**src/rtl/mem_xfer_pkg.sv**
```systemverilog
// -----------------------------------------------------------------------------
// mem_xfer_pkg
// Shared constants and helpers for the cache-line <-> word-memory transfer
// block (mem_line_master / mem_word_seq).
//   - default geometry: 28-bit word address, 32-bit words, 4 words per line
//   - transfer FSM state encodings
//   - line pack/unpack helpers for the default geometry
// Ports: none (package).
// -----------------------------------------------------------------------------
package mem_xfer_pkg;

    localparam int DEF_ADDR_W      = 28;
    localparam int DEF_DATA_W      = 32;
    localparam int DEF_WORDS       = 4;
    localparam int DEF_WAIT_CYCLES = 1;
    localparam int DEF_OFF_W       = $clog2(DEF_WORDS);
    localparam int DEF_LINE_W      = DEF_ADDR_W - DEF_OFF_W;
    localparam int DEF_LINE_BITS   = DEF_DATA_W * DEF_WORDS;

    // Transfer FSM states
    localparam logic [1:0] ST_IDLE = 2'd0;
    localparam logic [1:0] ST_WB   = 2'd1;
    localparam logic [1:0] ST_FILL = 2'd2;
    localparam logic [1:0] ST_RESP = 2'd3;

    // Word 0 lands in the least significant bits of the line.
    function automatic logic [DEF_LINE_BITS-1:0] pack_line(
        input logic [DEF_DATA_W-1:0] w3,
        input logic [DEF_DATA_W-1:0] w2,
        input logic [DEF_DATA_W-1:0] w1,
        input logic [DEF_DATA_W-1:0] w0
    );
        return {w3, w2, w1, w0};
    endfunction

    function automatic logic [DEF_DATA_W-1:0] line_word(
        input logic [DEF_LINE_BITS-1:0] line,
        input int                       idx
    );
        return line[idx*DEF_DATA_W +: DEF_DATA_W];
    endfunction

endpackage

```
**src/rtl/mem_word_seq.sv**
```systemverilog
// -----------------------------------------------------------------------------
// mem_word_seq
// Word-slot sequencer for one line transfer phase. Steps word_idx through
// 0..WORDS-1 while advance_i is high and wraps to 0 after the last word, so
// back-to-back phases (writeback then refill) each start at word 0.
// With MEM_WAIT_EN defined every word slot lasts 1+WAIT_CYCLES cycles;
// otherwise every slot is a single cycle and no wait counter exists.
// Ports:
//   clk, rst       clock, async active-low reset
//   start_i        clear counters (new request accepted)
//   advance_i      a transfer phase is running
//   word_idx_o     current word within the line
//   slot_last_o    current cycle is the final cycle of the word slot
//   phase_done_o   final cycle of the final word of the phase
// -----------------------------------------------------------------------------
module mem_word_seq #(
    parameter int WORDS = 4
`ifdef MEM_WAIT_EN
    , parameter int WAIT_CYCLES = 1
`endif
    , localparam int OFF_W = $clog2(WORDS)
) (
    input  logic             clk,
    input  logic             rst,
    input  logic             start_i,
    input  logic             advance_i,
    output logic [OFF_W-1:0] word_idx_o,
    output logic             slot_last_o,
    output logic             phase_done_o
);

    logic [OFF_W-1:0] idx_q, idx_d;
    logic             slot_last;

`ifdef MEM_WAIT_EN
    localparam int WAIT_W = (WAIT_CYCLES > 1) ? $clog2(WAIT_CYCLES + 1) : 1;

    logic [WAIT_W-1:0] wait_q, wait_d;

    assign slot_last = (wait_q == WAIT_W'(WAIT_CYCLES));

    always_comb begin
        wait_d = wait_q;
        if (start_i || !advance_i || slot_last) begin
            wait_d = '0;
        end else begin
            wait_d = wait_q + 1'b1;
        end
    end

    always_ff @(posedge clk or negedge rst) begin
        if (!rst) begin
            wait_q <= '0;
        end else begin
            wait_q <= wait_d;
        end
    end
`else
    assign slot_last = 1'b1;
`endif

    // WORDS is a power of two, so the increment wraps to 0 after the last word.
    always_comb begin
        idx_d = idx_q;
        if (start_i || !advance_i) begin
            idx_d = '0;
        end else if (slot_last) begin
            idx_d = idx_q + 1'b1;
        end
    end

    always_ff @(posedge clk or negedge rst) begin
        if (!rst) begin
            idx_q <= '0;
        end else begin
            idx_q <= idx_d;
        end
    end

    assign word_idx_o   = idx_q;
    assign slot_last_o  = slot_last;
    assign phase_done_o = advance_i && slot_last && (idx_q == OFF_W'(WORDS - 1));

endmodule

```
**src/rtl/mem_line_master.sv**
```systemverilog
// -----------------------------------------------------------------------------
// mem_line_master
// Cache-side initiator for a word-wide memory bank. Turns one line request into
// single-word accesses: victim writeback, line refill, or writeback then refill.
// Memory read data is combinational for the presented mem_addr.
// Optional build macro: MEM_WAIT_EN (stretch every word slot by WAIT_CYCLES).
// Ports:
//   clk, rst                         clock, async active-low reset
//   req_valid/req_ready              line request handshake (ready == idle)
//   req_wb, req_fill                 operations requested
//   req_wb_addr, req_fill_addr       victim / refill line addresses
//   req_wb_line                      victim data, word i at [i*DATA_W +: DATA_W]
//   rsp_valid/rsp_ready, rsp_line    completion handshake and refilled line
//   mem_addr, mem_write_en,
//   mem_wdata, mem_rdata             memory bank interface
// -----------------------------------------------------------------------------
module mem_line_master
    import mem_xfer_pkg::*;
#(
    parameter int ADDR_W      = DEF_ADDR_W,
    parameter int DATA_W      = DEF_DATA_W,
    parameter int WORDS       = DEF_WORDS,
    parameter int WAIT_CYCLES = DEF_WAIT_CYCLES,
    localparam int OFF_W      = $clog2(WORDS),
    localparam int LINE_W     = ADDR_W - OFF_W
) (
    input  logic                    clk,
    input  logic                    rst,
    input  logic                    req_valid,
    output logic                    req_ready,
    input  logic                    req_wb,
    input  logic                    req_fill,
    input  logic [LINE_W-1:0]       req_wb_addr,
    input  logic [LINE_W-1:0]       req_fill_addr,
    input  logic [DATA_W*WORDS-1:0] req_wb_line,
    output logic                    rsp_valid,
    input  logic                    rsp_ready,
    output logic [DATA_W*WORDS-1:0] rsp_line,
    output logic [ADDR_W-1:0]       mem_addr,
    output logic                    mem_write_en,
    output logic [DATA_W-1:0]       mem_wdata,
    input  logic [DATA_W-1:0]       mem_rdata
);

    // state   | meaning
    // IDLE    | waiting for a line request, req_ready high
    // WB      | writing the captured victim line, one word per slot
    // FILL    | reading the refill line into rsp_line, one word per slot
    // RESP    | rsp_valid held until the cache takes it

    logic [1:0]              state_q, state_d;
    logic [LINE_W-1:0]       wb_addr_q, fill_addr_q;
    logic [DATA_W*WORDS-1:0] wb_line_q, rsp_line_q;
    logic                    fill_q;

    logic                    accept;
    logic                    in_xfer;
    logic [OFF_W-1:0]        word_idx;
    logic                    slot_last;
    logic                    phase_done;

    assign accept  = req_valid && (state_q == ST_IDLE);
    assign in_xfer = (state_q == ST_WB) || (state_q == ST_FILL);

`ifndef MEM_WAIT_EN
    // Slot stretching is compiled out; the parameter is kept for a uniform interface.
    localparam int unused_wait_cycles = WAIT_CYCLES;
`endif

    mem_word_seq #(
        .WORDS       (WORDS)
`ifdef MEM_WAIT_EN
        , .WAIT_CYCLES (WAIT_CYCLES)
`endif
    ) u_seq (
        .clk          (clk),
        .rst          (rst),
        .start_i      (accept),
        .advance_i    (in_xfer),
        .word_idx_o   (word_idx),
        .slot_last_o  (slot_last),
        .phase_done_o (phase_done)
    );

    always_comb begin
        state_d = state_q;
        case (state_q)
            ST_IDLE: if (accept)     state_d = req_wb ? ST_WB : (req_fill ? ST_FILL : ST_RESP);
            ST_WB:   if (phase_done) state_d = fill_q ? ST_FILL : ST_RESP;
            ST_FILL: if (phase_done) state_d = ST_RESP;
            ST_RESP: if (rsp_ready)  state_d = ST_IDLE;
            default:                 state_d = ST_IDLE;
        endcase
    end

    always_ff @(posedge clk or negedge rst) begin
        if (!rst) begin
            state_q     <= ST_IDLE;
            wb_addr_q   <= '0;
            fill_addr_q <= '0;
            wb_line_q   <= '0;
            fill_q      <= 1'b0;
            rsp_line_q  <= '0;
        end else begin
            state_q <= state_d;
            if (accept) begin
                wb_addr_q   <= req_wb_addr;
                fill_addr_q <= req_fill_addr;
                wb_line_q   <= req_wb_line;
                fill_q      <= req_fill;
            end
            // Read data is combinational, so it is captured at the edge closing the slot.
            if ((state_q == ST_FILL) && slot_last) begin
                rsp_line_q[32'(word_idx)*DATA_W +: DATA_W] <= mem_rdata;
            end
        end
    end

    // Address and data are held for the whole slot; the strobe fires only in its last cycle.
    always_comb begin
        mem_addr     = '0;
        mem_write_en = 1'b0;
        mem_wdata    = '0;
        if (state_q == ST_WB) begin
            mem_addr     = {wb_addr_q, word_idx};
            mem_write_en = slot_last;
            mem_wdata    = wb_line_q[32'(word_idx)*DATA_W +: DATA_W];
        end else if (state_q == ST_FILL) begin
            mem_addr     = {fill_addr_q, word_idx};
        end
    end

    assign req_ready = (state_q == ST_IDLE);
    assign rsp_valid = (state_q == ST_RESP);
    assign rsp_line  = rsp_line_q;

endmodule

```
**config.mk**
```make
export PLATFORM = sky130hd
export DESIGN_NAME = mem_line_master
export DESIGN_NICKNAME = d
export VERILOG_FILES = /design/src/rtl/mem_xfer_pkg.sv /design/src/rtl/mem_word_seq.sv /design/src/rtl/mem_line_master.sv
export SDC_FILE = /design/constraint.sdc
export NUM_CORES = 1
export LEC_CHECK = 0
export CAP_MARGIN = 20
export CELL_PAD_IN_SITES_DETAIL_PLACEMENT = 1
export CELL_PAD_IN_SITES_GLOBAL_PLACEMENT = 1
export CORE_MARGIN = 4
export CORE_UTILIZATION = 35
export CTS_BUF_LIST = sky130_fd_sc_hd__clkbuf_4 sky130_fd_sc_hd__clkbuf_8
export DETAILED_ROUTE_END_ITERATION = 7
export PLACE_DENSITY = 0.88
export SLEW_MARGIN = 20
export SYNTH_ARGS = -nofsm -noshare
export SYNTH_HDL_FRONTEND = slang
export SYNTH_HIERARCHICAL = 1
export SYNTH_SLANG_ARGS = --single-unit
export TNS_END_PERCENT = 50
```
**constraint.sdc**
```tcl
create_clock -name clk -period 3.2 [get_ports clk]
set_clock_uncertainty 0.05 [all_clocks]
set_input_delay 0.96 -clock clk [delete_from_list [all_inputs] [get_ports clk]]
set_output_delay 0.96 -clock clk [all_outputs]
set_load 0.01 [all_outputs]
```
# Word level (Yosys, flattened, before mapping)
# Index checks and enable logic that the tools add are counted.
[totals] register_bits=313 output_inout_bits=191
[classes] addsub=2 n_eq_ne=8 shift=3 muxes=14 reduce_logical=7
[op_table] operator="$bwmux 128" count=1
[op_table] operator="$shift 32x34->128 const A" count=1
[op_table] operator="$shiftx 128x8->32" count=1
[op_table] operator="$shiftx 32x34->128" count=1
[op_table] operator="$mux 28" count=2
[op_table] operator="$neg 7->34" count=1
[op_table] operator="$mux 32" count=1
[op_table] operator="$mux 2" count=6
[op_table] operator="$pmux 2 s4" count=1
[op_table] operator="$eq 2x2->1 const B" count=3
[op_table] operator="$ne 2x1->1 const B" count=2
[op_table] operator="$ne 2x2->1 const B" count=2
[op_table] operator="$reduce_and 4->1" count=1
[op_table] operator="$mux 1" count=3
[op_table] operator="$add 2x1->2 const B" count=1
[op_table] operator="$eq 2x1->1 const B" count=1
[op_table] operator="$logic_and 1x1->1" count=2
[op_table] operator="$logic_not 2->1" count=1
[op_table] operator="$logic_or 1x1->1" count=2
[op_table] operator="$logic_not 1->1" count=1

# Longest topological paths before layout
# Gate-level depths: netlist (run 1).
[logic_depth] word_depth=5 ltp_mapped=9

# Cells and area by module
# Netlist (run 1), hierarchy kept.
[modules_own_cells] module="mem_line_master" instances=1 cells_each=868 area_each_um2=12843.6
[modules_own_cells] module="mem_word_seq" instances=1 cells_each=8 area_each_um2=101.3

# Least setup slack after synthesis (run 1)
# Ideal clock, no wire load.
[synth_timing] kind="flip-flop to output port" startpoint="register state_q[0]" endpoint="output port mem_addr[10]" arrival_ns=1.649 t_required_ns=2.190 path_slack_ns=0.541 path_stages_with_launch=7 n_path_buf=2 path_cell_list="dfrtp_1 inv_1 ha_1 clkbuf_1 clkbuf_1 nand2_1 o21ai_0"
[synth_between] elab_chain_len=3
[synth_lines] element="start, declared" line_no="mem_line_master.sv:51" text="logic [1:0] state_q, state_d;"
[synth_lines] element="start signal, assigned" line_no="mem_line_master.sv:105" text="state_q <= state_d;"
[synth_lines] element="$eq 2x2->1" line_no="mem_line_master.sv:128" text="end else if (state_q == ST_FILL) begin"
[synth_lines] element="$mux 28" line_no="mem_line_master.sv:128"
[synth_lines] element="$mux 28 *" line_no="mem_line_master.sv:124" text="if (state_q == ST_WB) begin"
[synth_lines] element="end, declared" line_no="mem_line_master.sv:39" text="output logic [ADDR_W-1:0] mem_addr,"
# Mark *: on every way between the ends. The rest lies on a longest branch, timed or not.

# Final worst setup path (run 1)
[layout_timing] startpoint="register u_seq.idx_q[0] (netlist: u_seq/word_idx_o[0])" endpoint="output port mem_wdata[20]"
[layout_between] elab_chain_len=2
[layout_lines] element="start, declared" line_no="mem_word_seq.sv:32" text="logic [OFF_W-1:0] idx_q, idx_d;"
[layout_lines] element="start signal, assigned" line_no="mem_word_seq.sv:76" text="idx_q <= idx_d;"
[layout_lines] element="$shiftx 128x8->32" line_no="mem_line_master.sv:127" text="mem_wdata = wb_line_q[32'(word_idx)*DATA_W +: DATA_W];"
[layout_lines] element="$mux 32" line_no="mem_line_master.sv:124"
[layout_lines] element="end, declared" line_no="mem_line_master.sv:41" text="output logic [DATA_W-1:0] mem_wdata,"
# Every way passes these cells.

==> impl_metrics.toml, run 1 <==
[run_status]
outcome = "complete, but fails checks"
violations = "negative setup slack"

[logic_synthesis]
synth-edff-count = 0
avgSynthCellArea_um2 = 14.8
synth_fp_nets = 1105
ys.flop_type = "dfrtp_1"
synthArstFlopShare_pct = 100
yosys.area.top_type_share_pct = 60.5
synth_top_cell_by_area = "dfrtp_1"
yosysUniqueCellTypes = 27
synth-seq-cells = 313
synthTopCellsByArea = "dfrtp_1 61%, mux2_2 16%, a22o_1 8.7%"
syn_inst = 876
ys_seq_area_share_pct = 60.5
synthTopCellsByCount = "313 x dfrtp_1, 182 x mux2_2, 128 x a22o_1, 53 x nand2_1, 35 x and2_1"
yosysMostFrequentCell = "dfrtp_1"
ys_warn_count = 6
netlist_area_um2 = 12900

[power]
leakagePower_nw = 8.27
power_frac_clock_pct = 20.6
max-vdd-ir-drop_mv = 0.472
combPwrFrac_pct = 42.4
internal_power_w = 0.0126
pwr-share-seq_pct = 37.0
power_switching_w = 0.00613
netSwitchingFraction_pct = 32.6
cellPowerDensity_nw_per_um2 = 981

[worst_setup_path]
worstPathRequired_ps = 2190
path_max_fanout = 8
critical_path_arrival_ps = 2210
path_class = "register to output pin"
cp-end-kind = "output pin"
start_kind = "register"
reg2regPathDepth = 9

[clock_network]
cts.sinks = 313
clock_path_buffers = 3
insertion_delay_ps = 630
htree_levels = 2
cts-root-buf = "clkbuf_8"
ctsHoldBuffers = 0
numCtsBuffers = 53
clkTransAtPathRegs_ps = 70
cts_tree = "done"

[route]
post_drt_wl_per_cell_um = 25.0
antenna_left = 0
viasPerCell = 5.25
drt-pass1-iter-count = 4
vias = 9691
wl_um = 46100
route.detailed.drc = 0
drtIter0Drc = 326

[final_layout]
finalNetCount = 1561
area.growth.synth_to_final_pct = 47.8
post-route-util_pct = 52.4
final_cells = 1845
drive_gt1_share_pct = 32.9

[floorplan]
dieArea_um2 = 40100
ioPinCount = 409
rows = 70
start_util_pct = 35.4
coreArea_um2 = 36500
die_w_um = 200
die_h_um = 200

[sta]
fin_crit_ps = 3220
fin_crit_sh_pct = 101
slew_viol_final = 0
timing.fmax_ghz = 0.310
finalWorstSetupSlack_ps = -22.7
tightest_slew_ps = 632
rsz0062_at_grt = "true"
setup_viol = 8
maxSlewHeadroom_pct = 57.5
hold_violations = 0
fin_hold_ws_ps = 238

[global_routing]
grt_max_degree = 76
grt.total_usage_pct = 22.3
grt_pass1_vias = 11200
antenna_found_initial = 5
grt.overflow.total = 0
grt_pass1_wl_um = 70000

[run]
drv_cap = 0

[place]
port_buffers = 408
dp_cells = 1726
gp_congestion = 0.803
hpwl_um = 32500

[hold_path]
worstHoldPathType = "primary input to async pin"
[what timing repair did]
item | 4_1_cts | 5_1_grt
setup endpoints to repair | 61 | 47
gates cloned | 4 | 0
resized for setup | 226 | 54
pin swaps | 4 | 0
buffers inserted | 13 | 3
[sequential cells by signal (all words and copies together), names as in the netlist]
signal            cells
fill_q                1
u_seq/word_idx_o      2
state_q               2
fill_addr_q          26
wb_line_q           128
wb_addr_q            26
rsp_line            128
[routing by layer]
metal / up-vias / GRT usage, % / part of all wire, %
met3: 98 / 6.14 / 6.6
met4: 0 / 8.38 / 3.6
met5: - / 0 / 0
met1: 5044 / 25.2 / 37
met2: 403 / 40.5 / 53
li1: 4146 / - / -
[stage by stage]
step | power (W) | setup TNS, ps | area [um^2] | setup WS, ps
final | 0.0188 | -56.6 | 19100 | -22.7
after global routing | 0.0198 | -1730 | 19100 | -135
after CTS | 0.0190 | -1650 | 19200 | -152
after detailed placement | 0.0147 | 0 | 17800 | 120
after global placement | 0.0142 | 0 | 17800 | 195
after floorplan | 0.0106 | 0 | 12900 | 541
[layout by cell type (no fill, tap or decap), types with 6 or more instances in the layout]
cell type / synthesis / final
a22o_1: 128 / 128
clkbuf_8: 0 / 68
clkbuf_2: 1 / 16
mux4_2: 32 / 32
o21ai_0: 26 / 19
nand2_1: 53 / 53
and2_4: 0 / 16
mux2_2: 182 / 182
ha_1: 11 / 9
buf_6: 1 / 23
clkdlybuf4s50_1: 0 / 345
and2_1: 35 / 19
buf_12: 0 / 14
clkbuf_4: 0 / 16
buf_2: 30 / 17
o21ai_1: 0 / 6
clkinv_2: 0 / 7
dfrtp_1: 313 / 310
buf_4: 2 / 32
[critical path, cell delays in order (launching register included)]
cell and delay (ps):
dfrtp_2 400, buf_6 120, buf_6 100, buf_12 140
mux4_2 530, and2_4 180, buf_6 110
[path summary, 6_finish.rpt]
path,to,slack [ps],from
worst max register to register,rsp_line[17]$_DFFE_PN0P_,460,u_seq/word_idx_o[0]$_DFF_PN0_
worst min register to register,fill_q$_DFFE_PN0P_,450,fill_q$_DFFE_PN0P_
min in group clk,fill_q$_DFFE_PN0P_,450,fill_q$_DFFE_PN0P_
worst min-delay path,wb_line_q[8]$_DFFE_PN0P_,240,rst
worst max-delay path,mem_wdata[20],-20,u_seq/word_idx_o[0]$_DFF_PN0_
max in group asynchronous,rsp_line[89]$_DFFE_PN0P_,1980,rst
[power groups by stage]
stage | clock, W | sequential [W] | combinational, W
6_report | 0.00386 | 0.00695 | 0.00797
3_3_place_gp | 0 | 0.00681 | 0.00736
3_5_place_dp | 0 | 0.00699 | 0.00768
5_1_grt | 0.00416 | 0.00713 | 0.00848
4_1_cts | 0.00400 | 0.00693 | 0.00804
2_1_floorplan | 0 | 0.00680 | 0.00382
[layout make-up]
| type | count | area (um^2) |
|---|---|---|
| fillers | 3589 | 17400 |
| flip-flops and latches | 313 | 7840 |
| multi-input cells | 492 | 4880 |
| repair buffers | 465 | 4640 |
| clock buffers | 84 | 1060 |
| well taps | 468 | 586 |
| clock inverters | 11 | 93.8 |
| inverters | 7 | 26.3 |
| diodes | 5 | 12.5 |
[kinds of logic after synthesis]
kind of cell,synth area share (%)
AO/OA/AOI/OAI,9.80
flip-flops,60.5
adder cells (fa/ha/maj),1.06
multiplexers,21.6
other,0.0290
AND/OR/NAND/NOR,4.57
buffers and inverters,2.47
Note: power is estimated with default switching activity, not from simulation.
==> run 2, diff against run 1 <==
--- a/config.mk
+++ b/config.mk
@@ -11,7 +11,10 @@
 export CORE_MARGIN = 4
 export CORE_UTILIZATION = 35
 export CTS_BUF_LIST = sky130_fd_sc_hd__clkbuf_4 sky130_fd_sc_hd__clkbuf_8
+export CTS_CLUSTER_SIZE = 16
 export DETAILED_ROUTE_END_ITERATION = 7
+export GPL_ROUTABILITY_DRIVEN = 0
+export MAX_ROUTING_LAYER = met4
 export PLACE_DENSITY = 0.88
 export SLEW_MARGIN = 20
 export SYNTH_ARGS = -nofsm -noshare
==> run 2 against run 1 <==
  * The flow still finishes with violations (negative setup slack)
  * Non-clock buffer count fell by 3
  * Fmax barely moved
  * Worst setup slack got worse by 1.7 ps
  * First-iteration DRC count rose by 12%
  * Global-route usage rose by 0.67 points
  * Sequential share of layout area rose by 0.067 points
  * Combinational power fell by 0.8%
  * Cell area fell by 0.16%
  * Register-to-register slack improved by 20 ps
  * Sequential power barely moved
  * Core utilization fell by 0.086 points
  * Critical path type unchanged
  * Largest cell class unchanged
  * Highest routed layer unchanged
==> impl_metrics.toml, run 2 (synthesis results as in run 1) <==
[run_status]
outcome = "complete, but fails checks"
violations = "negative setup slack"

[worst_setup_path]
cpPeakStageDelay_ps = 520
start_kind = "register"
worstPathRequired_ps = 2190
path_max_fanout = 8
critPathBufInv = 4
cp_common_cell = "buf_6"
rrSetupSlack_ps = 480
cp-end-kind = "output pin"
cp_cell_sequence = "buf_6, buf_6, buf_12, mux4_2, and2_4, buf_6"
r2r-start = "u_seq/word_idx_o[1]$_DFF_PN0_"
reg2regPathDepth = 7
endpoint = "mem_wdata[20]"
reg2reg_to = "rsp_line[54]$_DFFE_PN0P_"
path_class = "register to output pin"
crit_path_top_delay_cell = "mux4_2"
crit_start = "u_seq/word_idx_o[0]$_DFF_PN0_"
critical_path_arrival_ps = 2210
cp_top_family = "multiplexers"
cp_num_cells = 6

[global_routing]
grt.total_usage_pct = 23.0
grtUsageMet3_pct = 5.94
grt-busiest-layer = "met2"
grt_pass1_wl_um = 69800
grt.overflow.total = 0
antenna_found_initial = 5
grt_max_degree = 76
gr-usage-met2_pct = 40.4
grt_pass1_vias = 11200
use_met1_pct = 25.4

[power]
max-vdd-ir-drop_mv = 0.472
cellPowerDensity_nw_per_um2 = 980
leakagePower_nw = 8.24

[clock_network]
cts_tree = "done"
cts.sinks = 313
cts-root-buf = "clkbuf_8"
clkTransAtPathRegs_ps = 70
numCtsBuffers = 53
clock_path_buffers = 3
htree_levels = 2
ctsHoldBuffers = 0
insertion_delay_ps = 630

[route]
wl_um = 45900
post_drt_wl_per_cell_um = 24.9
route.detailed.drc = 0
drt-pass1-iter-count = 4
viasPerCell = 5.24
antenna_left = 0
vias = 9649
drtIter0Drc = 365

[sta]
hold_violations = 0
timing.fmax_ghz = 0.310
tightest_slew_ps = 632
rsz0062_at_grt = "true"
fin_crit_ps = 3220
fin_crit_sh_pct = 101
setup_viol = 9
finalWorstSetupSlack_ps = -24.4
slew_viol_final = 0
fin_hold_ws_ps = 224
finalSetupTns_ps = -73.8
maxSlewHeadroom_pct = 57.4

[floorplan]
ioPinCount = 409
dieArea_um2 = 40100
start_util_pct = 35.4
rows = 70
die_h_um = 200
coreArea_um2 = 36500
die_w_um = 200

[run]
drv_cap = 0

[final_layout]
finalNetCount = 1558
area.growth.synth_to_final_pct = 47.6
post-route-util_pct = 52.3
drive_gt1_share_pct = 32.7
final_common_cell = "clkdlybuf4s50_1"
layout_common_cells = "345 x clkdlybuf4s50_1, 310 x dfrtp_1, 182 x mux2_2"
final_cells = 1842

[place]
hpwl_um = 32500
port_buffers = 408
place_ws_ps = 120
dp_cells = 1726

[hold_path]
worstHoldPathType = "primary input to async pin"
run 2: cell types whose count changed in the layout (fill, tap and decap cells not counted):
| cell | before | now |
|---|---|---|
| and2_1 | 19 | 18 |
| bufbuf_16 | 1 | 0 |
| buf_4 | 32 | 30 |
| and2_4 | 16 | 17 |
| dlygate4sd2_1 | 5 | 8 |
| buf_16 | 2 | 3 |
| clkdlybuf4s15_2 | 4 | 3 |
| buf_2 | 17 | 19 |
| dlymetal6s2s_1 | 2 | 1 |
| clkbuf_2 | 16 | 13 |
| buf_6 | 23 | 22 |
run 2: worst register-to-register path, delay by kind of cell, from the launching register on:
family,cells,cell delay (ps)
simple gates,2,1110
buf+inv,3,590
flops,1,590
fa+ha+maj,1,170
compound gates,1,140
run 2: power by group:
group	switching, W	internal, W	total [W]
clock	0.00169	0.00218	0.00386
sequential	0.00117	0.00578	0.00695
combinational	0.00326	0.00466	0.00791
total	0.00611	0.0126	0.0187
run 2: final cells by class:
| cell class | count | area, um^2 |
|---|---|---|
| clock buffers | 84 | 1060 |
| repair buffers | 462 | 4610 |
| inverters | 7 | 26.3 |
| fillers | 3590 | 17400 |
| multi-input cells | 492 | 4880 |
| diodes | 5 | 12.5 |
| well taps | 468 | 586 |
| clock inverters | 11 | 93.8 |
| flip-flops and latches | 313 | 7840 |
run 2: stage by stage:
step,area [um^2],power (W)
CTS,19100,0.0190
detailed placement,17800,0.0147
finish,19100,0.0187
global placement,17800,0.0142
global route,19100,0.0197
floorplan,12900,0.0106
run 2: how the worst min path moves through the flow:
stage,start,end,slack (ps),depth (start not counted)
2_1_floorplan,fill_q$_DFFE_PN0P_,fill_q$_DFFE_PN0P_,420,1
3_3_place_gp,fill_q$_DFFE_PN0P_,fill_q$_DFFE_PN0P_,430,1
3_5_place_dp,rsp_line[19]$_DFFE_PN0P_,rsp_line[19]$_DFFE_PN0P_,440,1
4_1_cts,rst,wb_line_q[8]$_DFFE_PN0P_,220,1
5_1_grt,rst,wb_line_q[8]$_DFFE_PN0P_,230,1
6_report,rst,wb_line_q[8]$_DFFE_PN0P_,220,1
run 2: routing by layer:
| metal | wire length (um) | up-vias |
|---|---|---|
| li1 | - | 4138 |
| met1 | 17300 | 5052 |
| met2 | 24100 | 369 |
| met3 | 2880 | 90 |
| met4 | 1610 | 0 |
| met5 | 0 | - |
run 2: what timing repair did:
action                     in CTS  in global routing
setup buffers                  13                  0
gates cloned                    4                  0
setup endpoints to repair      61                 43
gates resized for setup       232                 44
pin swaps                       4                  1
